[src/rtl/boc_acq_search.sv]
// -----------------------------------------------------------------------------
// boc_acq_search
//
// Purpose:
//   Code-phase / Doppler acquisition search controller for a BOC receiver.
//   A sweep collects the strongest correlation magnitude (and its code phase)
//   and a coarse noise floor over one full code period. At the end of each
//   sweep the peak is compared against floor << rx_thr_shift. If the peak
//   passes, the block waits for the tracking code generator to reach the
//   alignment phase and pulses tx_trk_rst. If it misses, the next Doppler bin
//   is searched, and after the last bin the search fails.
//
// Optional feature (compile-time macro):
//   BOC_ACQ_CONFIRM_EN - a pass must be confirmed by a second sweep in the
//                        same bin that yields the identical peak phase. A
//                        confirmation mismatch is treated as a miss.
//
// Ports:
//   rx_clk        in   sole clock, rising edge
//   rx_rst        in   synchronous active-high reset
//   rx_start      in   one-cycle pulse, starts a search from bin 0
//                      (honoured only in IDLE, LOCKED and FAIL)
//   rx_corr_vld   in   strobe qualifying rx_corr_acc / rx_corr_phs
//   rx_corr_acc   in   N_CH packed magnitudes, lane 0 in the LSBs
//   rx_corr_phs   in   N_CH packed code phases, lane 0 in the LSBs
//   rx_thr_shift  in   detection threshold exponent
//   rx_trk_phs    in   current phase of the tracking code generator
//   tx_bin_idx    out  Doppler bin under search
//   tx_acq_phs    out  alignment phase, CODE_LEN-1 minus peak phase
//   tx_peak       out  sweep peak magnitude
//   tx_floor      out  sweep noise-floor accumulator
//   tx_trk_rst    out  one-cycle tracking-loop reset (also high during rx_rst)
//   tx_acq_suc    out  acquisition succeeded (level)
//   tx_acq_fail   out  all bins searched without detection (level)
//   tx_busy       out  high in SWEEP, DECIDE and ALIGN
// -----------------------------------------------------------------------------
module boc_acq_search #(
    parameter int N_CH      = 4,
    parameter int ACC_WIDTH = 48,
    parameter int PHS_WIDTH = 12,
    parameter int CODE_LEN  = 4092,
    parameter int N_BINS    = 8,
    parameter int AVG_SHIFT = 12,
    localparam int BIN_W    = (N_BINS > 1) ? $clog2(N_BINS) : 1
) (
    input  logic                      rx_clk,
    input  logic                      rx_rst,
    input  logic                      rx_start,
    input  logic                      rx_corr_vld,
    input  logic [N_CH*ACC_WIDTH-1:0] rx_corr_acc,
    input  logic [N_CH*PHS_WIDTH-1:0] rx_corr_phs,
    input  logic [3:0]                rx_thr_shift,
    input  logic [PHS_WIDTH-1:0]      rx_trk_phs,
    output logic [BIN_W-1:0]          tx_bin_idx,
    output logic [PHS_WIDTH-1:0]      tx_acq_phs,
    output logic [ACC_WIDTH-1:0]      tx_peak,
    output logic [ACC_WIDTH-1:0]      tx_floor,
    output logic                      tx_trk_rst,
    output logic                      tx_acq_suc,
    output logic                      tx_acq_fail,
    output logic                      tx_busy
);

    // Per-strobe floor increment needs log2(N_CH) extra bits; one more bit
    // on top catches the carry out of floor + increment for saturation.
    localparam int SUM_W = ACC_WIDTH + $clog2(N_CH) + 1;
    // Threshold compare width: floor << 15 can never overflow this.
    localparam int CMP_W = ACC_WIDTH + 16;

    localparam logic [PHS_WIDTH-1:0] LAST_PHS  = PHS_WIDTH'(CODE_LEN - 1);
    localparam logic [BIN_W-1:0]     LAST_BIN  = BIN_W'(N_BINS - 1);
    localparam logic [SUM_W:0]       FLOOR_MAX = (SUM_W + 1)'({ACC_WIDTH{1'b1}});

    typedef enum logic [2:0] {
        IDLE,
        SWEEP,
        DECIDE,
        ALIGN,
        LOCKED,
        FAIL
    } state_t;

    state_t                 state_q,    state_d;
    logic [BIN_W-1:0]       bin_q,      bin_d;
    logic [ACC_WIDTH-1:0]   peak_q,     peak_d;
    logic [PHS_WIDTH-1:0]   peak_phs_q, peak_phs_d;
    logic [ACC_WIDTH-1:0]   floor_q,    floor_d;
    logic [PHS_WIDTH-1:0]   acq_phs_q,  acq_phs_d;
    logic                   suc_q,      suc_d;
    logic                   fail_q,     fail_d;
    logic                   trk_rst_q,  trk_rst_d;
`ifdef BOC_ACQ_CONFIRM_EN
    logic                   conf_pend_q, conf_pend_d;
    logic [PHS_WIDTH-1:0]   conf_phs_q,  conf_phs_d;
`endif

    // Datapath: strongest lane of the current strobe, floor increment,
    // saturated floor, threshold test and end-of-sweep detection.
    logic [ACC_WIDTH-1:0]   best_acc;
    logic [PHS_WIDTH-1:0]   best_phs;
    logic [SUM_W-1:0]       lane_sum;
    logic [SUM_W:0]         floor_sum;
    logic [ACC_WIDTH-1:0]   floor_nxt;
    logic                   detect;
    logic                   end_of_sweep;
    logic                   miss;

    always_comb begin
        best_acc = '0;
        best_phs = '0;
        lane_sum = '0;
        // Strict '>' while scanning upward keeps the lowest lane on a tie.
        for (int i = 0; i < N_CH; i++) begin
            if (rx_corr_acc[i*ACC_WIDTH +: ACC_WIDTH] > best_acc) begin
                best_acc = rx_corr_acc[i*ACC_WIDTH +: ACC_WIDTH];
                best_phs = rx_corr_phs[i*PHS_WIDTH +: PHS_WIDTH];
            end
            lane_sum = lane_sum + SUM_W'(rx_corr_acc[i*ACC_WIDTH +: ACC_WIDTH] >> AVG_SHIFT);
        end
        floor_sum = (SUM_W + 1)'(floor_q) + (SUM_W + 1)'(lane_sum);
        floor_nxt = (floor_sum > FLOOR_MAX) ? {ACC_WIDTH{1'b1}} : floor_sum[ACC_WIDTH-1:0];
        detect    = CMP_W'(peak_q) > (CMP_W'(floor_q) << rx_thr_shift);
        end_of_sweep = rx_corr_phs[(N_CH-1)*PHS_WIDTH +: PHS_WIDTH] == LAST_PHS;
    end

    // Next-state and register-update logic.
    always_comb begin
        // NOTE: every _d gets its hold value before the case, so no path
        // through this block can leave a signal unassigned and infer a latch.
        state_d    = state_q;
        bin_d      = bin_q;
        peak_d     = peak_q;
        peak_phs_d = peak_phs_q;
        floor_d    = floor_q;
        acq_phs_d  = acq_phs_q;
        suc_d      = suc_q;
        fail_d     = fail_q;
        trk_rst_d  = 1'b0;
        miss       = 1'b0;
`ifdef BOC_ACQ_CONFIRM_EN
        conf_pend_d = conf_pend_q;
        conf_phs_d  = conf_phs_q;
`endif

        case (state_q)
            IDLE, LOCKED, FAIL: begin
                if (rx_start) begin
                    state_d    = SWEEP;
                    bin_d      = '0;
                    peak_d     = '0;
                    peak_phs_d = '0;
                    floor_d    = '0;
                    suc_d      = 1'b0;
                    fail_d     = 1'b0;
`ifdef BOC_ACQ_CONFIRM_EN
                    conf_pend_d = 1'b0;
`endif
                end
            end

            SWEEP: begin
                if (rx_corr_vld) begin
                    // Strict '>' keeps the earlier strobe on a tie.
                    if (best_acc > peak_q) begin
                        peak_d     = best_acc;
                        peak_phs_d = best_phs;
                    end
                    floor_d = floor_nxt;
                    if (end_of_sweep) begin
                        state_d = DECIDE;
                    end
                end
            end

            DECIDE: begin
`ifdef BOC_ACQ_CONFIRM_EN
                if (detect && !conf_pend_q) begin
                    // First pass in this bin: repeat the bin and remember the
                    // phase the confirmation sweep has to reproduce.
                    conf_pend_d = 1'b1;
                    conf_phs_d  = peak_phs_q;
                    peak_d      = '0;
                    peak_phs_d  = '0;
                    floor_d     = '0;
                    state_d     = SWEEP;
                end else if (detect && (peak_phs_q == conf_phs_q)) begin
                    conf_pend_d = 1'b0;
                    acq_phs_d   = LAST_PHS - peak_phs_q;
                    state_d     = ALIGN;
                end else begin
                    conf_pend_d = 1'b0;
                    miss        = 1'b1;
                end
`else
                if (detect) begin
                    acq_phs_d = LAST_PHS - peak_phs_q;
                    state_d   = ALIGN;
                end else begin
                    miss = 1'b1;
                end
`endif
                if (miss) begin
                    if (bin_q < LAST_BIN) begin
                        bin_d      = bin_q + BIN_W'(1);
                        peak_d     = '0;
                        peak_phs_d = '0;
                        floor_d    = '0;
                        state_d    = SWEEP;
                    end else begin
                        fail_d  = 1'b1;
                        state_d = FAIL;
                    end
                end
            end

            ALIGN: begin
                if (rx_trk_phs == acq_phs_q) begin
                    trk_rst_d = 1'b1;
                    suc_d     = 1'b1;
                    state_d   = LOCKED;
                end
            end

            default: state_d = IDLE;
        endcase
    end

    always_ff @(posedge rx_clk) begin
        // NOTE: non-blocking assignments here so every flop samples the
        // pre-edge value of every other flop, independent of statement order.
        if (rx_rst) begin
            state_q    <= IDLE;
            bin_q      <= '0;
            peak_q     <= '0;
            peak_phs_q <= '0;
            floor_q    <= '0;
            acq_phs_q  <= '0;
            suc_q      <= 1'b0;
            fail_q     <= 1'b0;
            trk_rst_q  <= 1'b0;
`ifdef BOC_ACQ_CONFIRM_EN
            conf_pend_q <= 1'b0;
            conf_phs_q  <= '0;
`endif
        end else begin
            state_q    <= state_d;
            bin_q      <= bin_d;
            peak_q     <= peak_d;
            peak_phs_q <= peak_phs_d;
            floor_q    <= floor_d;
            acq_phs_q  <= acq_phs_d;
            suc_q      <= suc_d;
            fail_q     <= fail_d;
            trk_rst_q  <= trk_rst_d;
`ifdef BOC_ACQ_CONFIRM_EN
            conf_pend_q <= conf_pend_d;
            conf_phs_q  <= conf_phs_d;
`endif
        end
    end

    assign tx_bin_idx  = bin_q;
    assign tx_acq_phs  = acq_phs_q;
    assign tx_peak     = peak_q;
    assign tx_floor    = floor_q;
    // Tracking loop is held in reset for as long as this block is.
    assign tx_trk_rst  = trk_rst_q | rx_rst;
    assign tx_acq_suc  = suc_q;
    assign tx_acq_fail = fail_q;
    assign tx_busy     = (state_q == SWEEP) || (state_q == DECIDE) || (state_q == ALIGN);

endmodule

[config.mk]
export PLATFORM = sky130hd
export DESIGN_NAME = boc_acq_search
export DESIGN_NICKNAME = d
export VERILOG_FILES = /design/src/rtl/boc_acq_search.sv
export SDC_FILE = /design/constraint.sdc
export NUM_CORES = 1
export LEC_CHECK = 0
export CAP_MARGIN = 20
export CORE_UTILIZATION = 40
export DETAILED_ROUTE_END_ITERATION = 6
export GPL_ROUTABILITY_DRIVEN = 1
export PLACE_DENSITY = 0.74
export SLEW_MARGIN = 20
export SYNTH_ARGS = -nofsm -noshare
export SYNTH_HDL_FRONTEND = slang
export SYNTH_SLANG_ARGS = --single-unit
export TNS_END_PERCENT = 1
[constraint.sdc]
create_clock -name rx_clk -period 31 [get_ports rx_clk]
set_input_delay 9.3 -clock rx_clk [delete_from_list [all_inputs] [get_ports rx_clk]]
set_output_delay 9.3 -clock rx_clk [all_outputs]
set_load 0.02 [all_outputs]
Word level (Yosys, flattened, before mapping)
Cells that the tools add are included.

storage, ports and cells
  flip-flop bits (word level) = 129
  input port bits = 260
  output and inout port bits = 115
  word-level logic and storage cells = 101

operators by class
  add/subtract/negate cells = 6
  magnitude comparators = 8
  equality and inequality tests = 16
  shift operators = 1
  multiplexer cells = 44
  bitwise operators = 2
  reductions and logical operators = 15

operators by type and width
  kind                      number
  $mux W48                  11
  $pmux W48 S3              2
  $gt A48 B48 Y1            4
  $mux W12                  9
  $gt A48 B64 Y1            1
  $shl A48 B4 Y64           1
  $add A48 B39 Y49          1
  $gt A49 B48 Y1 const B    1
  $gt A48 B1 Y1 const B     1
  $add A38 B36 Y39          1
  $add A37 B36 Y38          1
  $add A36 B36 Y37          1
  $pmux W12 S3              1
  $mux W3                   10
  $ne A2 B2 Y1 const B      8
  $eq A12 B12 Y1            1
  $eq A12 B12 Y1 const B    1
  $pmux W3 S4               1
  $sub A12 B12 Y12 const A  1
  $reduce_and A5 Y1         2
  $reduce_and A4 Y1         2
  $mux W1                   7
  $eq A3 B2 Y1 const B      2
  $eq A3 B3 Y1 const B      2
  17 further kinds          20

Logic depth before layout (Yosys ltp)
Gate-level depths: netlist of the first run.

  depth in word-level cells = 12
  depth in mapped cells = 44
  mapped depth without buffers = 39

Least setup slack after synthesis of the first run
Ideal clock, no wire load.

  path kind = input-to-output
  from = input rx_rst
  to = output tx_trk_rst
  arrival time = 9828 ps
  data required time = 21700 ps
  setup slack = 11872 ps
  stages = 2
  buffers on the path = 1
  path through = clkbuf_1 -> or2_2

on the way
  word-level cells in the longest chain between the ends = 1

ends and longest elaborated chain
  element       line  source
  from (decl)   47    input logic rx_rst,
  $or A1 B1 Y1  267   assign tx_trk_rst = trk_rst_q | rx_rst;
  to (decl)     58    output logic tx_trk_rst,

Every way passes these cells.

Final worst setup path of the first run
  from = input rx_corr_acc[27]
  to = register peak_q[10], in the netlist tx_peak[10]

on the way
  word-level cells in the longest chain between the ends = 11
  elaborated cells on any way between the ends = 14
  classes of those cells = order compare (5); eq/ne (1); mux (7); reduce/logical (1)

ends and longest elaborated chain
  element                                                             line  source
  from (decl)                                                         50    input logic [N_CH*ACC_WIDTH-1:0] rx_corr_acc,
  $gt A48 B1 Y1                                                       114   if (rx_corr_acc[i*ACC_WIDTH +: ACC_WIDTH] > best_acc) begin
  $mux W48 *                                                          114
  $gt A48 B48 Y1                                                      114
  $mux W48 *                                                          114
  $gt A48 B48 Y1                                                      114
  $mux W48 *                                                          114
  $gt A48 B48 Y1                                                      114
  $mux W48 *                                                          114
  $gt A48 B48 Y1 or $mux W48 (tied branches)                          164   if (best_acc > peak_q) begin
  $ne A2 B2 Y1 (no source line) or $mux W48 (tied branches)           --
  $reduce_and A6 Y1 (no source line) or $pmux W48 S3 (tied branches)  --
  to (signal assigned)                                                248   peak_q <= peak_d;
  to (decl)                                                           85    logic [ACC_WIDTH-1:0] peak_q, peak_d;

Mark *: on every way between the ends. The rest lies on a longest branch, timed or not. The select of a mux whose other input is x is not followed.
A chain may end at the register's enable or synchronous reset.

==> flow_summary.json, run 1 <==
{
  "status": "completed",
  "cts_made_buffers": 17,
  "tns_ns": 0,
  "grt_setup_unrepaired": "no",
  "clock_sink_count": 129,
  "placed_cells": 3311,
  "grt_pass1_vias": 19920,
  "cts_buffer_depth": 2,
  "ios": 375,
  "clk_latency_ns": 0.46,
  "die_x_um": 225.1,
  "hold_viol": 0,
  "worstMarginPinSlew_ns": 1.328,
  "via_per_inst": 6.126,
  "cts.reportedPaths.clkPinSlew_ns": 0.06,
  "post_dp_cell_area_mm2": 0.02416,
  "netlist_instances": 2375,
  "critPathMaxFanout": 93,
  "ys_async_sr_fraction_pct": 0,
  "coreArea_mm2": 0.04905,
  "dr.pass1.iters": 6,
  "grt_pass1_wl_mm": 123.1,
  "grt_max_degree": 94,
  "first_iter_violations": 2207,
  "post-route-min-period_ns": 23.25,
  "cp-startpoint": "rx_corr_acc[27]",
  "fin_total_pwr_mw": 1.419,
  "synth_seq_area_share_pct": 12.97,
  "syn-cell-area_mm2": 0.01991,
  "synth.top_cell.area_share_pct": 17.91,
  "final_area_mm2": 0.02487,
  "crit_type": "in -> reg",
  "cts_root_buf": "clkbuf_16",
  "die_height_um": 225.1,
  "yosys-top-cells-area": "ha_1 18%, dfxtp_1 13%, fa_1 11%, mux4_2 6.1%, mux2i_1 6.1%",
  "syn2layout_area_growth_pct": 24.91,
  "synth-edff-count": 0,
  "power.density_mw_per_mm2": 57.06,
  "crit_required_ns": 31.39,
  "yosysTopAreaCell": "ha_1",
  "min-delay-path-class": "reg -> reg",
  "utilization_pct": 50.70,
  "drtAntennaViolNets": 0,
  "layout_setup_ws_ns": 7.750,
  "htreeDepth": 4,
  "finalClockSkew_ns": 0.01124,
  "track_usage_pct": 32.51,
  "syn_avg_cell_area_um2": 8.382,
  "max-vdd-ir-drop_uv": 41.48,
  "syn_nets": 3027,
  "crit_slowest_cell": "and2_4",
  "worstPathArrival_ns": 23.64,
  "fin_cells": 3346,
  "maxCapViolations": 0,
  "wl_mm": 83.02,
  "synth_ff_type": "dfxtp_1",
  "post-place-ws_ns": 6.945,
  "cts_hold_buffers": 0,
  "start_kind": "input pin",
  "ys_types": 73,
  "layout_common_cells": "370 x clkdlybuf4s50_1, 285 x ha_1, 251 x nand2_1, 192 x inv_1, 190 x a21oi_1",
  "grt_overflow": 0,
  "drv_slew": 0,
  "cts_tree": "done",
  "route.detailed.drc": 0,
  "cts_setup_buffers": 0,
  "p_leak_nw": 10.45,
  "hpwl_mm": 69.89,
  "routabilityCongestion": 1.065,
  "hold_slack_ns": 0.4858,
  "post-route-period-util_pct": 75.00,
  "slowest_delay_ns": 1.00,
  "yosysWarningCount": 0,
  "setup_viol": 0,
  "reg2reg_from": "tx_floor[28]",
  "wl_per_cell_um": 24.81,
  "io_buffers": 374,
  "initial_utilization_pct": 40.59,
  "dieArea_mm2": 0.05067,
  "end_kind": "flop",
  "cts_resized": 0,
  "min_from": "tx_acq_fail",
  "rows": 81,
  "slew_headroom_pct": 10.66,
  "synth-seq-cells": 129,
  "final_layout_size_suffix_gt1_share_pct": 5.299,
  "antenna_found_initial": 2,
  "layout_commonest_cell": "clkdlybuf4s50_1",
  "vias": 20500,
  "nets": 3319,
  "fmax_mhz": 43.01,
  "crit_top_cell": "ha_1"
}
-- cell families (layout without fill, tap and decap cells) --
family	Yosys count	count (layout)	share of synthesized area, %
flops	129	129	12.97
other cells	0	2	0
buf+inv	308	613	5.996
fa+ha+maj	392	392	28.67
simple gates	687	687	16.41
xor+xnor	51	51	2.244
mux	190	190	13.04
compound gates	618	618	20.67
-- critical path: cells and delay by family --
family / cells / cell delay [ns]
fa+ha+maj: 4 / 1.14
compound gates: 16 / 4.72
mux: 2 / 0.74
buf+inv: 5 / 2.74
simple gates: 13 / 4.80
-- synth_stat cells (60+ instances only) --
master      n
a32o_1     60
clkbuf_1   85
ha_1      285
nand4_1    63
dfxtp_1   129
nor2_1    139
inv_1     192
fa_1      107
a21o_1     79
mux2i_1   121
nand2_1   251
a21oi_1   190
o21ai_0   106
-- path summary, 6_finish.rpt --
path / to / slack (ns) / depth (start not counted)
max: tx_peak[10] / 7.75 / 40
min: tx_acq_fail / 0.49 / 2
max reg2reg: tx_peak[10] / 24.90 / 15
min reg2reg: tx_acq_fail / 0.49 / 2
-- flip-flops by register name, summed over array words and instances (netlist names) --
name         cells
tx_floor        48
tx_bin_idx       3
tx_acq_fail      1
tx_peak         48
state_q          3
tx_acq_phs      12
tx_acq_suc       1
peak_phs_q      12
trk_rst_q        1
-- cell type report --
cell class / count / area [um^2]
clock buffers: 19 / 442.9
repair buffers: 388 / 3846
diodes: 2 / 5.005
flip-flops and latches: 129 / 2582
multi-input cells: 1938 / 16230
fillers: 4597 / 24180
well taps: 664 / 830.8
inverters: 193 / 724.4
clock inverters: 13 / 210.2
-- report_power, final --
group / switching [mW] / leakage, nW / internal [mW]
Clock: 0.0872 / 0.313 / 0.145
Sequential: 0.0317 / 1.04 / 0.180
Combinational: 0.570 / 9.10 / 0.405
Total: 0.689 / 10.5 / 0.730
-- metal layers --
metal | vias to the layer above | GRT usage (%) | part of all wire, %
met2 | 1006 | 51.96 | 46
met5 | - | 0 | 0
li1 | 9305 | - | -
met1 | 10060 | 43.97 | 42
met4 | 0 | 10.07 | 3.0
met3 | 131 | 6.415 | 9.0
(Power assumes the default switching activity.)
==> inputs of run 2 (changes only) <==
Settings changed: PLACE_DENSITY 0.74 to 0.76.
Clock period 31 ns to 18.6 ns, I/O delays scaled along.
==> run 2 against run 1 <==
  * Non-clock buffer count grew 8
  * Core utilization is 0.20 points higher
  * Combinational power up 66%
  * Flip-flop and latch count is the same
  * Largest power group unchanged
==> flow_summary.json, run 2 (synthesized netlist as in run 1, its figures left out) <==
{
  "vias": 20760,
  "hpwl_mm": 69.68,
  "start_kind": "input pin",
  "first_iter_violations": 2311,
  "crit_slowest_cell": "and2_2",
  "crit_required_ns": 18.94,
  "max-vdd-ir-drop_uv": 66.02,
  "cts_tree": "done",
  "via_per_inst": 6.187,
  "worstMarginPinSlew_ns": 1.127,
  "dr.pass1.iters": 6,
  "nFillCells": 4601,
  "slew_headroom_pct": 23.90,
  "slowest_delay_ns": 0.93,
  "cts_made_buffers": 17,
  "multi_input_area_mm2": 0.01623,
  "end_kind": "flop",
  "antenna_found_initial": 2,
  "fin_cells": 3356,
  "grt_pass1_vias": 20440,
  "worstPathArrival_ns": 18.10,
  "seq_area_mm2": 0.002582,
  "min-delay-path-class": "reg -> reg",
  "routabilityCongestion": 1.077,
  "initial_utilization_pct": 40.59,
  "final_layout_size_suffix_gt1_share_pct": 5.653,
  "fmax_mhz": 56.30,
  "track_usage_pct": 32.22,
  "syn2layout_area_growth_pct": 25.42,
  "finalClockSkew_ns": 0.01667,
  "route.detailed.drc": 0,
  "io_buffers": 374,
  "post-route-period-util_pct": 95.49,
  "cts.reportedPaths.clkPinSlew_ns": 0.07,
  "status": "completed",
  "tns_ns": 0,
  "coreArea_mm2": 0.04905,
  "setup_viol": 0,
  "grt_max_degree": 61,
  "clk_latency_ns": 0.47,
  "maxCapViolations": 0,
  "drv_slew": 0,
  "nets": 3328,
  "cts_setup_buffers": 0,
  "die_x_um": 225.1,
  "utilization_pct": 50.90,
  "post_dp_cell_area_mm2": 0.02426,
  "layout_common_cells": "370 x clkdlybuf4s50_1, 285 x ha_1, 251 x nand2_1, 192 x inv_1, 190 x a21oi_1",
  "dieArea_mm2": 0.05067,
  "grt_pass1_wl_mm": 122.8,
  "ios": 375,
  "p_leak_nw": 10.51,
  "crit_type": "in -> reg",
  "die_height_um": 225.1,
  "grt_overflow": 0,
  "placed_cells": 3320,
  "post-route-min-period_ns": 17.76,
  "wl_per_cell_um": 24.51,
  "grt_setup_unrepaired": "no",
  "critPathMaxFanout": 44,
  "layout_commonest_cell": "clkdlybuf4s50_1",
  "rows": 81,
  "cts_root_buf": "clkbuf_16",
  "wl_mm": 82.26,
  "drtAntennaViolNets": 0,
  "hold_viol": 0,
  "final_area_mm2": 0.02497,
  "power.density_mw_per_mm2": 94.92,
  "cts_hold_buffers": 0,
  "cts_buffer_depth": 2,
  "htreeDepth": 4,
  "clock_sink_count": 129
}
[run 2: cell count changes in the layout (fill, tap and decap cells not counted), sizes merged]
cell,delta
buf,+8
inv,+4
clkinvlp,+1
diode,+1
clkbuf,-1
and2,+1
clkinv,-4
[run 2: per-stage QoR]
| stage | hold slack, ns | setup slack (ns) | power [mW] |
|---|---|---|---|
| after floorplan | 0.4139 | 3.995 | 1.429 |
| after global placement | 0.4542 | 0.3115 | 1.883 |
| after detailed placement | 0.4710 | 0.03678 | 1.919 |
| after CTS | 0.4957 | 0.4496 | 2.328 |
| after global routing | 0.5128 | 0.2221 | 2.537 |
| final | 0.4909 | 0.8395 | 2.370 |
[run 2: report_power, final]
| group | switching (mW) | total (mW) | internal [mW] |
|---|---|---|---|
| logic | 0.939 | 1.62 | 0.679 |
| clock network | 0.153 | 0.397 | 0.244 |
| registers | 0.0545 | 0.355 | 0.301 |
| total | 1.15 | 2.37 | 1.22 |
[run 2: worst paths after layout]
path,from,endpoint,slack [ns],cells past startpoint
setup / recovery,rx_corr_acc[23],peak_phs_q[8],0.84,39
hold / removal,tx_acq_phs[6],tx_acq_phs[6],0.49,2
setup reg to reg,tx_floor[28],peak_phs_q[8],12.72,15
hold reg to reg,tx_acq_phs[6],tx_acq_phs[6],0.49,2
[run 2: area by class of cell]
class	instances	share of cell area [%]
sequential	129	10.34
timing repair buffer	396	15.74
antenna	3	0.03007
clock inverter	14	0.9121
clock buffer	18	1.759
tap	664	3.327
multi-input combinational	1939	64.99
inverter	193	2.902
[run 2: critical path: cells and delay by family]
kind                       cells  cell delay, ns
AOI/OAI and AO/OA             11            2.40
adders and majority gates      4            1.12
buffers and inverters          5            1.91
and+or+nand+nor               16            5.98
muxes                          3            1.01
[run 2: repair_timing]
item | CTS | global route
setup endpoints to repair | 0 | 60
hold endpoints to repair | 0 | 0
gates resized for setup | 0 | 1
[run 2: metal layers]
layer	GRT usage (%)	vias to the layer above	part of all wire, %	wire length (um)
met5	0	-	0	0
met4	14.70	0	4.9	3990
met3	7.484	212	9.9	8168
met2	50.13	1154	45	36730
met1	42.22	10090	41	33380
li1	-	9312	-	-
